===== src/rtl/clk_div_monitor_pkg.sv =====
`default_nettype none
// ============================================================================
// clk_div_monitor_pkg : state encoding and compare helper for clock monitors
// Rev 1.0
// ============================================================================
package clk_div_monitor_pkg;

  typedef enum logic [1:0] {
    ST_IDLE = 2'd0,
    ST_ARM  = 2'd1,
    ST_MEAS = 2'd2,
    ST_DONE = 2'd3
  } mon_state_e;

  // Lower edge of a tolerance window, clamped at zero.
  function automatic int lower_bound(input int nominal, input int tol);
    return (nominal > tol) ? (nominal - tol) : 0;
  endfunction

endpackage
`default_nettype wire


===== src/rtl/clk_div_monitor_edge_sync.sv =====
`default_nettype none
// ============================================================================
// clk_div_monitor_edge_sync : 2-flop synchroniser plus delay flop, rise detect
// Rev 1.0
// ============================================================================
module clk_div_monitor_edge_sync (
  input  logic sclk,
  input  logic s_rst_n,
  input  logic async_i,
  output logic lvl_o,
  output logic rise_o
);

  logic s1_q, s2_q, s3_q;

  always_ff @(posedge sclk or negedge s_rst_n) begin
    if (!s_rst_n) begin
      s1_q <= 1'b0;
      s2_q <= 1'b0;
      s3_q <= 1'b0;
    end else begin
      s1_q <= async_i;
      s2_q <= s1_q;
      s3_q <= s2_q;
    end
  end

  assign lvl_o  = s2_q;
  assign rise_o = s2_q & ~s3_q;

endmodule
`default_nettype wire


===== src/rtl/clk_div_monitor.sv =====
`default_nettype none
// ============================================================================
// clk_div_monitor : measures a divided clock over NPER periods, flags match/lock
// Rev 1.0
// ============================================================================
module clk_div_monitor
  import clk_div_monitor_pkg::*;
#(
  parameter int CNT_W   = 16,
  parameter int NPER    = 8,
  parameter int EXP_DIV = 5,
  parameter int TOL     = 2,
  parameter int TIMEOUT = 1023
) (
  input  logic             sclk,
  input  logic             s_rst_n,
  input  logic             tclk_in,
  input  logic             start,
  input  logic             cont,
  output logic             busy,
  output logic             done,
  output logic [CNT_W-1:0] period_cnt,
  output logic [CNT_W-1:0] high_cnt,
  output logic             match,
  output logic             timeout,
  output logic             locked
);

  localparam int               NOMINAL   = EXP_DIV * NPER;
  localparam logic [CNT_W:0]   MATCH_LO  = (CNT_W+1)'(lower_bound(NOMINAL, TOL));
  localparam logic [CNT_W:0]   MATCH_HI  = (CNT_W+1)'(NOMINAL + TOL);
  localparam logic [CNT_W-1:0] EDGE_LAST = CNT_W'(NPER - 1);
  localparam logic [CNT_W-1:0] IDLE_LAST = CNT_W'(TIMEOUT - 1);

  function automatic logic [CNT_W-1:0] sat_inc(input logic [CNT_W-1:0] v);
    return (&v) ? v : v + 1'b1;
  endfunction

  logic             w_lvl, w_rise;
  mon_state_e       state_q, state_d;
  logic [CNT_W-1:0] edge_q, edge_d, period_q, period_d, high_q, high_d, idle_q, idle_d;
  logic [CNT_W-1:0] pcnt_q, pcnt_d, hcnt_q, hcnt_d;
  logic             done_q, done_d, match_q, match_d, tmo_q, tmo_d;
  logic             locked_q, locked_d, prev_ok_q, prev_ok_d;
  logic [CNT_W-1:0] w_period_inc, w_high_inc;
  logic             w_fin_match, w_final_rise, w_tmo_hit;

  clk_div_monitor_edge_sync u_sync (
    .sclk    (sclk),
    .s_rst_n (s_rst_n),
    .async_i (tclk_in),
    .lvl_o   (w_lvl),
    .rise_o  (w_rise)
  );

  assign w_period_inc = sat_inc(period_q);
  assign w_high_inc   = w_lvl ? sat_inc(high_q) : high_q;
  assign w_fin_match  = ({1'b0, w_period_inc} >= MATCH_LO) && ({1'b0, w_period_inc} <= MATCH_HI);
  assign w_final_rise = (state_q == ST_MEAS) && w_rise && (edge_q == EDGE_LAST);
  // A rise in the terminal-count cycle takes precedence over the timeout.
  assign w_tmo_hit    = ((state_q == ST_ARM) || (state_q == ST_MEAS)) && !w_rise &&
                        (idle_q == IDLE_LAST);

  always_comb begin
    state_d   = state_q;
    edge_d    = edge_q;
    period_d  = period_q;
    high_d    = high_q;
    idle_d    = idle_q;
    pcnt_d    = pcnt_q;
    hcnt_d    = hcnt_q;
    done_d    = 1'b0;
    match_d   = match_q;
    tmo_d     = tmo_q;
    locked_d  = locked_q;
    prev_ok_d = prev_ok_q;

    case (state_q)
      ST_IDLE: begin
        idle_d = '0;
        if (start) begin
          state_d   = ST_ARM;
          locked_d  = 1'b0;
          prev_ok_d = 1'b0;
        end
      end
      ST_ARM: begin
        idle_d = idle_q + 1'b1;
        if (w_rise) begin
          state_d  = ST_MEAS;
          edge_d   = '0;
          period_d = '0;
          high_d   = '0;
          idle_d   = '0;
        end
      end
      ST_MEAS: begin
        period_d = w_period_inc;
        high_d   = w_high_inc;
        idle_d   = idle_q + 1'b1;
        if (w_rise) begin
          idle_d = '0;
          edge_d = edge_q + 1'b1;
          if (w_final_rise) begin
            state_d   = ST_DONE;
            done_d    = 1'b1;
            pcnt_d    = w_period_inc;
            hcnt_d    = w_high_inc;
            match_d   = w_fin_match;
            tmo_d     = 1'b0;
            locked_d  = w_fin_match && prev_ok_q;
            prev_ok_d = w_fin_match;
            // The final rise doubles as the start edge of a continuous re-run.
            edge_d    = '0;
            period_d  = '0;
            high_d    = '0;
          end
        end
      end
      ST_DONE: begin
        period_d = w_period_inc;
        high_d   = w_high_inc;
        idle_d   = '0;
        state_d  = (cont && !tmo_q) ? ST_MEAS : ST_IDLE;
      end
      default: state_d = ST_IDLE;
    endcase

    if (w_tmo_hit) begin
      state_d   = ST_DONE;
      done_d    = 1'b1;
      pcnt_d    = '0;
      hcnt_d    = '0;
      match_d   = 1'b0;
      tmo_d     = 1'b1;
      locked_d  = 1'b0;
      prev_ok_d = 1'b0;
      idle_d    = '0;
    end
  end

  always_ff @(posedge sclk or negedge s_rst_n) begin
    if (!s_rst_n) begin
      state_q   <= ST_IDLE;
      edge_q    <= '0;
      period_q  <= '0;
      high_q    <= '0;
      idle_q    <= '0;
      pcnt_q    <= '0;
      hcnt_q    <= '0;
      done_q    <= 1'b0;
      match_q   <= 1'b0;
      tmo_q     <= 1'b0;
      locked_q  <= 1'b0;
      prev_ok_q <= 1'b0;
    end else begin
      state_q   <= state_d;
      edge_q    <= edge_d;
      period_q  <= period_d;
      high_q    <= high_d;
      idle_q    <= idle_d;
      pcnt_q    <= pcnt_d;
      hcnt_q    <= hcnt_d;
      done_q    <= done_d;
      match_q   <= match_d;
      tmo_q     <= tmo_d;
      locked_q  <= locked_d;
      prev_ok_q <= prev_ok_d;
    end
  end

  assign busy       = (state_q != ST_IDLE);
  assign done       = done_q;
  assign period_cnt = pcnt_q;
  assign high_cnt   = hcnt_q;
  assign match      = match_q;
  assign timeout    = tmo_q;
  assign locked     = locked_q;

endmodule
`default_nettype wire


===== config.mk =====
export PLATFORM = sky130hd
export DESIGN_NAME = clk_div_monitor
export DESIGN_NICKNAME = d
export VERILOG_FILES = /design/src/rtl/clk_div_monitor_pkg.sv /design/src/rtl/clk_div_monitor_edge_sync.sv /design/src/rtl/clk_div_monitor.sv
export SDC_FILE = /design/constraint.sdc
export NUM_CORES = 1
export LEC_CHECK = 0
export CAP_MARGIN = 20
export CELL_PAD_IN_SITES_DETAIL_PLACEMENT = 1
export CELL_PAD_IN_SITES_GLOBAL_PLACEMENT = 1
export CORE_MARGIN = 4
export CORE_UTILIZATION = 51
export CTS_BUF_LIST = sky130_fd_sc_hd__clkbuf_4 sky130_fd_sc_hd__clkbuf_8
export CTS_CLUSTER_SIZE = 30
export DETAILED_ROUTE_END_ITERATION = 8
export PLACE_DENSITY = 0.91
export SLEW_MARGIN = 30
export SYNTH_ARGS = -nofsm -noshare
export SYNTH_HDL_FRONTEND = slang
export SYNTH_HIERARCHICAL = 1
export SYNTH_SLANG_ARGS = --single-unit

===== constraint.sdc =====
create_clock -name sclk -period 6.6 [get_ports sclk]
set_clock_uncertainty 0.1 [all_clocks]
set_input_delay 1.32 -clock sclk [delete_from_list [all_inputs] [get_ports sclk]]
set_output_delay 1.32 -clock sclk [all_outputs]
set_load 0.02 [all_outputs]

==> results.toml <==
[sta]
period_share_pct = 51.3
fmaxAchievable_mhz = 295
fin_tns_setup_ps = 0
slew_headroom_pct = 46.9
rsz0062_at_grt = "no"
hold_viol = 0
slew_viol_final = 0
worst_slack_ps = 3210
fin_crit_ps = 3390
worst_pin_slew_ps = 794
setup_violations = 0
hold-worst-slack_ps = 259

[routing]
drtPass1Iterations = 4
num_vias = 4859
drc = 0
antenna_left = 0
wl_per_cell_um = 19.1
via_per_inst = 6.13
drt_iter0_drc = 242
totalWireLength_mm = 15.1

[worst_setup_path]
critPathLaunchType = "flip-flop"
cp_slowest_cell = "clkdlybuf4s50_1"
crit_cells = 4
cp.required_ps = 5180
critPathKind = "reg2out"
path_max_fanout = 4
regToRegEndpoint = "period_q[1]$_DFFE_PN0P_"
slowest_delay_ps = 630
regToRegStartpoint = "state_q[0]$_DFFE_PN0P_"
reg2reg_slack_ps = 3510
cp.arrival_ps = 1970
reg2reg_depth = 9
cp-end-kind = "output pin"
path_delay_family = "buffers and inverters"
crit_top_cell = "inv_1"
path_cells = "inv_1, ha_1, inv_1, clkdlybuf4s50_1"
crit_buf_inv = 3

[layout]
fillers = 1289
drive_gt1_share_pct = 6.58
regArea_um2 = 2650
multi_input_area_um2 = 2880
insertedDiodeCount = 0
fin_util_pct = 58.8
area_growth_pct = 11.9
fin_nets = 663

[logic_synthesis]
ys.flop_type = "dfrtp_1"
synth_cell_types = 64
synthCells = 621
yosysWarningCount = 6
synth-seq-area-share_pct = 46.4
async_reset_ff_share_pct = 100
synth-edff-count = 0
syn_nets = 635
syn-cell-area_um2 = 5720
ys_seq_elements = 106
syn_avg_cell_area_um2 = 9.21

[power]
clock_power_share_pct = 23.3
leakage_nw = 2.63
combinationalPowerShare_pct = 31.7
p_sw_mw = 0.631
irDropWorstVdd_uv = 245
swShare_pct = 38.8
internal_power_mw = 0.994
power_frac_seq_pct = 45.1
powerDensity_nw_per_um2 = 254

[clock_network]
cts_tree = "yes"
cts-buffers-inserted = 9
cts_resized = 0
clk_pin_slew_worst_paths_ps = 100
clkSinkCount = 106
post_cts_buffers = 0
ctsHoldBuffers = 0
cts_root_buffer = "clkbuf_8"
htree_num_levels = 3
clockBufferDepth = 2
clk_latency_ps = 390

[die]
dieArea_um2 = 13000
rows = 38
die_w_um = 114
core-area_um2 = 10900
start_util_pct = 52.5
die_h_um = 114
io_pins = 42

[hold_path]
min-delay-start = "u_sync/s1_q$_DFF_PN0_"
hold_path_class = "reg2reg"
hold_depth = 0
min_to = "u_sync/lvl_o$_DFF_PN0_"

[global_routing]
grt_pass1_vias = 5344
antenna_found_initial = 0
grt_usage_pct = 25.0
grt_max_degree = 57
overflow = 0
grt_pass1_wl_mm = 26.1

[placement]
dp_hpwl_mm = 10.7
place_ws_ps = 3600
io_buffers = 41
place_congestion = 0.871

[job]
cap_violations = 0

[outcome]
status = "completed"
-- state kept, by name, summed over array words and instances (netlist names), 2 cells and up --
| register | count |
|---|---|
| edge_q | 16 |
| high_cnt | 16 |
| high_q | 16 |
| idle_q | 16 |
| period_cnt | 16 |
| period_q | 16 |
| state_q | 2 |
-- layout make-up --
class	instances	share of cell area (%)
inverters	20	1.17
flip-flops and latches	106	41.5
clock buffers	11	2.27
clock inverters	4	0.450
multi-input cells	467	45.1
well taps	140	2.74
repair buffers	45	6.85
-- placed cells by master, fill, tap and decap left out, drive strengths merged, types with 7 or more instances in the layout --
cell type and count:
o21ai 91, nand3 32, nand2 76, inv 20
or3 7, nor4 10, a21oi 22, clkbuf 11
clkdlybuf4s50 40, dfrtp 106, nor2 48, and3 12
xnor2 21, nor3 10, nand4 14, a22o 8
mux2i 9, nand2b 8, xor2 17, ha 9
-- routing by layer --
layer / track usage, % / routed length (µm)
met1: 31.7 / 6650
met2: 43.7 / 7730
met3: 3.02 / 449
met4: 9.66 / 319
met5: 0 / 0
-- worst reg2reg max path, delay by kind of cell, from the launching register on --
kind                     cells  cell delay [ps]
AO/OA/AOI/OAI                4              930
adder cells (fa/ha/maj)      1              470
buffers and inverters        2              440
flip-flops                   1              440
AND/OR/NAND/NOR              2              600
-- worst max-delay path by stage --
| stage | start | endpoint | slack [ps] |
|---|---|---|---|
| 2_1_floorplan | state_q[0]$_DFFE_PN0P_ | busy | 4360 |
| 3_3_place_gp | state_q[0]$_DFFE_PN0P_ | high_q[11]$_DFFE_PN0P_ | 3690 |
| 3_5_place_dp | state_q[0]$_DFFE_PN0P_ | period_q[1]$_DFFE_PN0P_ | 3600 |
| 4_1_cts | state_q[0]$_DFFE_PN0P_ | busy | 3240 |
| 5_1_grt | state_q[0]$_DFFE_PN0P_ | busy | 3180 |
| 6_report | state_q[0]$_DFFE_PN0P_ | busy | 3210 |
-- power groups by stage --
stage / clock [mW] / combinational (mW) / sequential, mW
after global placement: 0 / 0.472 / 0.739
after floorplan: 0 / 0.344 / 0.732
final: 0.378 / 0.515 / 0.732
after detailed placement: 0 / 0.506 / 0.743
after CTS: 0.384 / 0.511 / 0.731
after global routing: 0.412 / 0.572 / 0.738
-- synthesized netlist by cell type (all sizes together), types with 8 or more instances --
master,number,area (µm²)
dfrtp,106,2650
o21ai,91,463
nand2,76,285
nor2,48,180
nand3,32,160
a21oi,22,125
xnor2,21,184
inv,20,75.1
clkbuf,18,67.6
xor2,17,149
nand4,14,124
and3,12,80.1
buf,10,52.6
nor3,10,50.1
nor4,10,77.6
ha,9,113
mux2i,9,90.1
a22o,8,70.1
nand2b,8,50.1
-- per-stage QoR --
stage	power, mW	area, µm²	cells
global placement	1.21	6210	778
finish	1.62	6400	793
global route	1.72	6400	793
floorplan	1.08	5720	621
detailed placement	1.25	6220	778
CTS	1.63	6400	793
-- kinds of logic after synthesis --
family | after synthesis | share of synthesized area, %
mux | 12 | 2.17
flops | 106 | 46.4
compound gates | 164 | 18.0
buf+inv | 48 | 3.41
simple gates | 244 | 22.3
fa+ha+maj | 9 | 1.97
xor+xnor | 38 | 5.82
Power figures use the tool's default switching activity.
